`config.mk`:
```
export PLATFORM = sky130hd
export DESIGN_NAME = video_timing_driver
export DESIGN_NICKNAME = d
export VERILOG_FILES = /design/src/rtl/video_timing_pkg.sv /design/src/rtl/video_timing_counter.sv /design/src/rtl/video_timing_driver.sv
export SDC_FILE = /design/constraint.sdc
export NUM_CORES = 1
export LEC_CHECK = 0
export CORE_AREA = 2 2 75 77
export DETAILED_ROUTE_END_ITERATION = 8
export DIE_AREA = 0 0 77 79
export GPL_TIMING_DRIVEN = 0
export PLACE_DENSITY = 0.83
export SLEW_MARGIN = 20
export SYNTH_ARGS = -nofsm -noshare
export SYNTH_HDL_FRONTEND = slang
export SYNTH_SLANG_ARGS = --single-unit
```
`constraint.sdc`:
```
create_clock -name pixel_clk -period 3.8 [get_ports pixel_clk]
set_clock_uncertainty 0.15 [all_clocks]
set_input_delay 0.57 -clock pixel_clk [delete_from_list [all_inputs] [get_ports pixel_clk]]
set_output_delay 0.57 -clock pixel_clk [all_outputs]
set_load 0.02 [all_outputs]
```
`src/rtl/video_timing_pkg.sv`:
```
// Shared constants and types for the 720p raster timing driver.
package video_timing_pkg;

  localparam int unsigned CNT_W = 11;
  localparam int unsigned RGB_W = 24;

  localparam int unsigned DEF_H_SYNC  = 40;
  localparam int unsigned DEF_H_BACK  = 220;
  localparam int unsigned DEF_H_DISP  = 1280;
  localparam int unsigned DEF_H_FRONT = 110;
  localparam int unsigned DEF_V_SYNC  = 5;
  localparam int unsigned DEF_V_BACK  = 20;
  localparam int unsigned DEF_V_DISP  = 720;
  localparam int unsigned DEF_V_FRONT = 5;

  localparam int unsigned DEF_H_TOTAL = DEF_H_SYNC + DEF_H_BACK + DEF_H_DISP + DEF_H_FRONT;
  localparam int unsigned DEF_V_TOTAL = DEF_V_SYNC + DEF_V_BACK + DEF_V_DISP + DEF_V_FRONT;

  // Raw (polarity-free) timing flags carried through the latency-matching delay line.
  typedef struct packed {
    logic hs;
    logic vs;
    logic de;
    logic fs;
  } timing_t;

  function automatic logic in_window(input logic [CNT_W-1:0] cnt,
                                     input int unsigned lo,
                                     input int unsigned len);
    return (cnt >= CNT_W'(lo)) && (cnt < CNT_W'(lo + len));
  endfunction

endpackage

```
`src/rtl/video_timing_counter.sv`:
```
// Horizontal/vertical raster counters and region decode (sync, active, frame start, coordinates).
module video_timing_counter
  import video_timing_pkg::*;
#(
  parameter int unsigned H_SYNC  = DEF_H_SYNC,
  parameter int unsigned H_BACK  = DEF_H_BACK,
  parameter int unsigned H_DISP  = DEF_H_DISP,
  parameter int unsigned H_FRONT = DEF_H_FRONT,
  parameter int unsigned V_SYNC  = DEF_V_SYNC,
  parameter int unsigned V_BACK  = DEF_V_BACK,
  parameter int unsigned V_DISP  = DEF_V_DISP,
  parameter int unsigned V_FRONT = DEF_V_FRONT
) (
  input  logic              pixel_clk,
  input  logic              rst_n,
  output logic              raw_hs,
  output logic              raw_vs,
  output logic              raw_de,
  output logic              raw_fs,
  output logic [CNT_W-1:0]  xpos,
  output logic [CNT_W-1:0]  ypos
);

  localparam logic [CNT_W-1:0] H_LAST   = CNT_W'(H_SYNC + H_BACK + H_DISP + H_FRONT - 1);
  localparam logic [CNT_W-1:0] V_LAST   = CNT_W'(V_SYNC + V_BACK + V_DISP + V_FRONT - 1);
  localparam logic [CNT_W-1:0] H_ACT_LO = CNT_W'(H_SYNC + H_BACK);
  localparam logic [CNT_W-1:0] V_ACT_LO = CNT_W'(V_SYNC + V_BACK);

  logic [CNT_W-1:0] h_cnt_q, h_cnt_d;
  logic [CNT_W-1:0] v_cnt_q, v_cnt_d;
  logic             h_wrap;
  logic             req_active;

  always_comb begin
    h_wrap  = (h_cnt_q == H_LAST);
    h_cnt_d = h_wrap ? '0 : h_cnt_q + CNT_W'(1);
    v_cnt_d = v_cnt_q;
    if (h_wrap) begin
      v_cnt_d = (v_cnt_q == V_LAST) ? '0 : v_cnt_q + CNT_W'(1);
    end
  end

  always_ff @(posedge pixel_clk) begin
    if (!rst_n) begin
      h_cnt_q <= '0;
      v_cnt_q <= '0;
    end else begin
      h_cnt_q <= h_cnt_d;
      v_cnt_q <= v_cnt_d;
    end
  end

  always_comb begin
    raw_hs     = (h_cnt_q < CNT_W'(H_SYNC));
    raw_vs     = (v_cnt_q < CNT_W'(V_SYNC));
    req_active = in_window(h_cnt_q, H_SYNC + H_BACK, H_DISP) &&
                 in_window(v_cnt_q, V_SYNC + V_BACK, V_DISP);
    raw_de     = req_active;
    raw_fs     = (h_cnt_q == '0) && (v_cnt_q == '0);
    xpos       = req_active ? h_cnt_q - H_ACT_LO : '0;
    ypos       = req_active ? v_cnt_q - V_ACT_LO : '0;
  end

endmodule

```
`src/rtl/video_timing_driver.sv`:
```
// 720p60 raster timing with a DATA_LAT-stage delay line so hs/vs/de line up with returned pixel data.
module video_timing_driver
  import video_timing_pkg::*;
#(
  parameter int unsigned H_SYNC   = DEF_H_SYNC,
  parameter int unsigned H_BACK   = DEF_H_BACK,
  parameter int unsigned H_DISP   = DEF_H_DISP,
  parameter int unsigned H_FRONT  = DEF_H_FRONT,
  parameter int unsigned V_SYNC   = DEF_V_SYNC,
  parameter int unsigned V_BACK   = DEF_V_BACK,
  parameter int unsigned V_DISP   = DEF_V_DISP,
  parameter int unsigned V_FRONT  = DEF_V_FRONT,
  parameter logic        HS_POL   = 1'b1,
  parameter logic        VS_POL   = 1'b1,
  parameter int unsigned DATA_LAT = 1
) (
  input  logic              pixel_clk,
  input  logic              rst_n,
  input  logic [RGB_W-1:0]  pixel_data,
  output logic [CNT_W-1:0]  pixel_xpos,
  output logic [CNT_W-1:0]  pixel_ypos,
  output logic              video_hs,
  output logic              video_vs,
  output logic              video_de,
  output logic [RGB_W-1:0]  video_rgb,
  output logic              frame_start
);

  logic    raw_hs, raw_vs, raw_de, raw_fs;
  timing_t raw;
  timing_t dly_q [DATA_LAT];
  timing_t dly_d [DATA_LAT];
  timing_t tap;

  logic             hs_q, hs_d;
  logic             vs_q, vs_d;
  logic             de_q, de_d;
  logic             fs_q, fs_d;
  logic [RGB_W-1:0] rgb_q, rgb_d;

  video_timing_counter #(
    .H_SYNC  (H_SYNC),
    .H_BACK  (H_BACK),
    .H_DISP  (H_DISP),
    .H_FRONT (H_FRONT),
    .V_SYNC  (V_SYNC),
    .V_BACK  (V_BACK),
    .V_DISP  (V_DISP),
    .V_FRONT (V_FRONT)
  ) u_counter (
    .pixel_clk (pixel_clk),
    .rst_n     (rst_n),
    .raw_hs    (raw_hs),
    .raw_vs    (raw_vs),
    .raw_de    (raw_de),
    .raw_fs    (raw_fs),
    .xpos      (pixel_xpos),
    .ypos      (pixel_ypos)
  );

  always_comb begin
    raw.hs = raw_hs;
    raw.vs = raw_vs;
    raw.de = raw_de;
    raw.fs = raw_fs;
    dly_d[0] = raw;
    for (int unsigned i = 1; i < DATA_LAT; i++) begin
      dly_d[i] = dly_q[i-1];
    end
  end

  always_ff @(posedge pixel_clk) begin
    if (!rst_n) begin
      for (int unsigned i = 0; i < DATA_LAT; i++) begin
        dly_q[i] <= '0;
      end
    end else begin
      dly_q <= dly_d;
    end
  end

  // Last delay stage matches the generator latency; pixel_data is only sampled under its de.
  always_comb begin
    tap   = dly_q[DATA_LAT-1];
    hs_d  = tap.hs ? HS_POL : ~HS_POL;
    vs_d  = tap.vs ? VS_POL : ~VS_POL;
    de_d  = tap.de;
    fs_d  = tap.fs;
    rgb_d = tap.de ? pixel_data : '0;
  end

  always_ff @(posedge pixel_clk) begin
    if (!rst_n) begin
      hs_q  <= ~HS_POL;
      vs_q  <= ~VS_POL;
      de_q  <= 1'b0;
      fs_q  <= 1'b0;
      rgb_q <= '0;
    end else begin
      hs_q  <= hs_d;
      vs_q  <= vs_d;
      de_q  <= de_d;
      fs_q  <= fs_d;
      rgb_q <= rgb_d;
    end
  end

  assign video_hs    = hs_q;
  assign video_vs    = vs_q;
  assign video_de    = de_q;
  assign video_rgb   = rgb_q;
  assign frame_start = fs_q;

endmodule

```
Yosys cells after proc, flatten, opt, wreduce, memory -nomap -nowiden
Index checks and enable logic that the tools add are counted.
{"block": "op_classes", "multipliers": 0, "addsub": 4, "n_mux": 5, "n_lt_le_gt_ge": 6, "shifts": 0, "n_reduce_logical": 8, "eq_ne": 2, "n_bitwise": 1, "div": 0}
{"op": "11-bit two-way mux", "count": 3}
{"op": "11-bit by 1-bit adder with 11-bit output, second input constant", "count": 2}
{"op": "11-bit zero test", "count": 2}
{"op": "11-bit by 10-bit == test with 1-bit output, second input constant", "count": 1}
{"op": "11-bit == test, second input constant", "count": 1}
{"op": "11-bit by 5-bit >= comparator with 1-bit output, second input constant", "count": 1}
{"op": "11-bit by 9-bit >= comparator with 1-bit output, second input constant", "count": 1}
{"op": "11-bit by 10-bit < comparator with 1-bit output, second input constant", "count": 1}
{"op": "11-bit < comparator, second input constant", "count": 1}
{"op": "11-bit by 3-bit < comparator with 1-bit output, second input constant", "count": 1}
{"op": "11-bit by 6-bit < comparator with 1-bit output, second input constant", "count": 1}
{"op": "11-bit by 5-bit subtractor with 11-bit output, second input constant", "count": 1}
{"op": "11-bit by 9-bit subtractor with 11-bit output, second input constant", "count": 1}
{"op": "1-bit logical AND", "count": 4}
{"op": "1-bit two-way mux", "count": 2}
{"op": "2-bit AND reduction", "count": 1}
{"op": "2-bit OR reduction", "count": 1}
{"op": "1-bit inverter", "count": 1}
{"block": "word_totals", "latch_bits": 0, "n_memories": 0, "inputBits": 26, "wordCells": 37, "out_inout_bits": 50, "reg_bits": 54, "ramBits": 0, "romBits": 0}

Logic depth before layout (Yosys ltp)
{"block": "logic_depth", "word_depth": 4, "depth_mapped": 8}

By module
Synthesis repeated with hierarchy kept, for this count alone.
{"block": "hier_totals", "hier_cells": 297, "hier_area_um2": 2722.6}
{"mod": "video_timing_counter", "seq_area_each_um2": 440.4, "area_per_inst_um2": 1829.3, "cells_each": 228, "instances": 1}
{"mod": "video_timing_driver", "seq_area_each_um2": 640.6, "area_per_inst_um2": 893.4, "cells_each": 69, "instances": 1}

Worst setup path after synthesis
Ideal clock, no wire load.
{"block": "synth_path", "kind": "register to output", "start": "register u_counter.h_cnt_q[6]", "end": "output pixel_xpos[10]", "setup_slack_ps": 1147, "stages_incl_launch_ff": 6, "arrival_time_ps": 1933, "required_ps": 3080, "path_cell_list": "dfxtp_1 -> buf_2 -> or3_1 -> o21a_1 -> or3_1 -> a211oi_1"}
{"block": "synth_via", "elab_chain_cells": 4}
{"item": "start: declaration", "line_no": "video_timing_counter.sv:29", "text": "logic [CNT_W-1:0] h_cnt_q, h_cnt_d;"}
{"item": "start signal: assignment", "line_no": "video_timing_counter.sv:48", "text": "h_cnt_q <= h_cnt_d;"}
{"item": "11-bit by 9-bit >= comparator with 1-bit output or 11-bit < comparator (tied branches)", "line_no": "video_timing_pkg.sv:30", "text": "return (cnt >= CNT_W'(lo)) && (cnt < CNT_W'(lo + len));"}
{"item": "1-bit logical AND", "line_no": "video_timing_pkg.sv:30"}
{"item": "1-bit logical AND", "line_no": "video_timing_counter.sv:56", "text": "req_active = in_window(h_cnt_q, H_SYNC + H_BACK, H_DISP) &&"}
{"item": "11-bit two-way mux (*)", "line_no": "video_timing_counter.sv:60", "text": "xpos = req_active ? h_cnt_q - H_ACT_LO : '0;"}
{"item": "end: declaration", "line_no": "video_timing_driver.sv:20", "text": "output logic [CNT_W-1:0] pixel_xpos,"}
Mark *: on every way between the ends. The rest lies on a longest branch, timed or not.

Final worst setup path
{"block": "layout_path", "start": "register u_counter.v_cnt_q[6]", "end": "output pixel_xpos[7]"}
{"block": "layout_via", "elab_chain_cells": 4}
{"item": "start: declaration", "line_no": "video_timing_counter.sv:30", "text": "logic [CNT_W-1:0] v_cnt_q, v_cnt_d;"}
{"item": "start signal: assignment", "line_no": "video_timing_counter.sv:49", "text": "v_cnt_q <= v_cnt_d;"}
{"item": "11-bit by 5-bit >= comparator with 1-bit output or 11-bit by 10-bit < comparator with 1-bit output (tied branches)", "line_no": "video_timing_pkg.sv:30"}
{"item": "1-bit logical AND (*)", "line_no": "video_timing_pkg.sv:30"}
{"item": "1-bit logical AND (*)", "line_no": "video_timing_counter.sv:56"}
{"item": "11-bit two-way mux (*)", "line_no": "video_timing_counter.sv:60"}
Marked as above.

==> out/qor.yml <==
status:
  status: "finished, final reports clean"
setup_path:
  path_cells: "clkbuf_1 > or4_1 > nor3_1 > o2bb2ai_1 > buf_2 > nor3_1 > clkdlybuf4s50_1"
  cpLargestDelayFamily: "buffers and inverters"
  rr_worst_depth: 8
  rrSetupSlack_ns: 1.31
  crit_fanout: 10
  worstPathArrival_ns: 2.90
  cp_num_cells: 7
  crit_buf_inv: 3
  worstSetupEndpointType: "output pin"
  critPathKind: "reg2out"
  crit_top_cell: "nor3_1"
  worst_setup_path_start_kind: "flop"
  cp_slowest_cell: "or4_1"
  required_ns: 3.08
  slowest_delay_ns: 0.59
clock_network:
  cts.path.max_buffers: 2
  numCtsBuffers: 5
  cts-root-buf: "clkbuf_8"
  clkLatencyLatePin_ns: 0.32
  clock_sinks: 54
  postCtsHoldBufs: 0
  postCtsSetupBuffers: 0
  tritoncts: "done"
  cts-resized-gates: 0
  cts.clk_slew.worst_paths_ns: 0.10
  clock_tree.htree_level_count: 2
synth:
  synth_top_area_cell: "dfxtp_1"
  synth_fp_nets: 340
  syn-mean-instance-area_sq_um: 8.63
  seq_area_frac_synth: 0.414
  synth_ff_type: "dfxtp_1"
  synth_top_family_by_area: "simple AND/OR/NAND/NOR gates"
  yosys_warnings: 0
  synthDistinctLibCells: 45
  synth_edf_count: 0
  synth-seq-cells: 54
  synthAdderAreaFrac: 0.0527
  synthCells: 303
  synth-compound-area-share: 0.0972
  syn_area_sq_um: 2610
  synth_xor_area_frac: 0.0737
  synth_top_cell_area_share: 0.414
  synth_async_sr_flop_share: 0
  synthSimpleGateAreaFrac: 0.296
  synthMuxAreaShare: 0
  netlist_top_cells_area: "dfxtp_1 (41%), and3_1 (6.7%), xnor2_1 (5.4%), ha_1 (5.3%), nor3_1 (4.8%)"
cells_and_area:
  nFillCells: 467
  fin_util: 0.666
  most-common-layout-cells: "clkdlybuf4s50_1 (75), dfxtp_1 (54), and3_1 (28), nor3_1 (25), nor2_1 (18)"
  antenna_cells: 0
  drive_gt1_frac: 0.0622
  area_growth_pct: 36.1
  final_common_cell: "clkdlybuf4s50_1"
  nNetsFinal: 422
timing:
  period_share: 0.952
  relSlewSlack: 0.510
  rsz0062_at_grt: "false"
  slew_viol_final: 0
  fin_setup_tns_ns: 0
  period_needed_ns: 3.62
  max_freq_mhz: 276
  setup_violations: 0
  tightest_slew_ns: 0.725
  final-hold-violation-count: 0
global_route:
  grt_pass1_vias: 2265
  grt-ovfl-total: 0
  grt_pass1_wl_um: 11100
  antenna_found_initial: 0
  grt_start_max_net_pins: 19
  grt_util_all_layers: 0.228
routing:
  drc_errors: 0
  drt-pass1-iter-count: 4
  drt_iter0_drc: 133
  via_per_inst: 5.36
  drt_wl_total_um: 6860
  via_count: 2454
  wire_per_inst_um: 15.0
  antenna_left: 0
pwr:
  p_per_area_nw_per_um2: 274
  total_power_uw: 976
  p_leak_uw: 0.00136
  vdd_ir_drop_max_uv: 139
worst_hold_path:
  min_path_type: "reg2reg"
  min_path_cells: 1
floorplanning:
  die_y_um: 79
  die_w_um: 77
  core_area_sq_um: 5340
  start_util: 0.490
  rows: 27
  die_area_sq_um: 6080
  ios: 76
placement:
  portBuffers: 75
  gp_congestion: 0.891
  place_hpwl_um: 5150
run:
  drv_cap: 0
## state kept, by name, summed over array words and instances, names as in the netlist
| name | flops |
|---|---|
| video_hs | 1 |
| fs_d | 1 |
| de_d | 1 |
| frame_start | 1 |
| u_counter.v_cnt_q | 11 |
| dly_q | 2 |
| video_vs | 1 |
| u_counter.h_cnt_q | 11 |
| video_rgb | 24 |
| video_de | 1 |
## report_power, final
part | leakage (uW) | internal (uW) | switching [uW]
Clock | 0.0000408 | 132 | 200
Combinational | 0.000881 | 36.5 | 29.9
Sequential | 0.000437 | 572 | 4.44
## worst paths after layout
kind | from | endpoint
setup / recovery | u_counter.v_cnt_q[6] | pixel_xpos[7]
hold / removal | dly_q[3] | video_hs
setup reg to reg | u_counter.h_cnt_q[2] | u_counter.v_cnt_q[6]
hold reg to reg | dly_q[3] | video_hs
## cells in the mapped netlist (2+ instances only)
cell,number
a211oi_1,2
a21oi_1,12
a31oi_1,2
and2_1,7
and3_1,28
buf_2,5
buf_4,2
buf_6,3
clkbuf_1,18
dfxtp_1,54
ha_1,11
inv_1,9
nand2_1,16
nand2b_1,2
nand3_1,9
nand4_1,4
nor2_1,18
nor3_1,25
nor3b_1,2
nor4_1,5
o21a_1,2
o21ai_0,11
o41ai_1,2
or3_1,12
or4_1,2
xnor2_1,16
xor2_1,6
## cells by family after synthesis
family,count (synthesis)
AOI/OAI and AO/OA,40
xor gates and xnor gates,22
adders and majority gates,11
buffers and inverters,37
DFF,54
and+or+nand+nor,139
## area by class of cell
type | instances | area (sq um) | area share
multi-input cells | 212 | 1360 | 0.383
flip-flops and latches | 54 | 1080 | 0.304
repair buffers | 75 | 751 | 0.211
inverters | 9 | 33.8 | 0.00950
clock inverters | 3 | 23.8 | 0.00668
clock buffers | 5 | 68.8 | 0.0193
well taps | 72 | 90.1 | 0.0253
plain buffers | 28 | 145 | 0.0408
## through the flow
stage | instance area (sq um) | worst slack, ns | hold slack, ns | instances
after floorplan | 2610 | 1.15 | 0.262 | 303
after global placement | 3450 | 0.478 | 0.265 | 450
after detailed placement | 3450 | 0.439 | 0.279 | 450
after CTS | 3550 | 0.0730 | 0.304 | 458
after global routing | 3560 | 0.0268 | 0.323 | 458
final | 3560 | 0.183 | 0.299 | 458
## metal layers
layer / GRT usage / part of all wire
met4: 0.0732 / 0.012
met3: 0.0364 / 0.062
met2: 0.397 / 0.49
met1: 0.289 / 0.44
met5: 0 / 0
(Power assumes the default switching activity.)
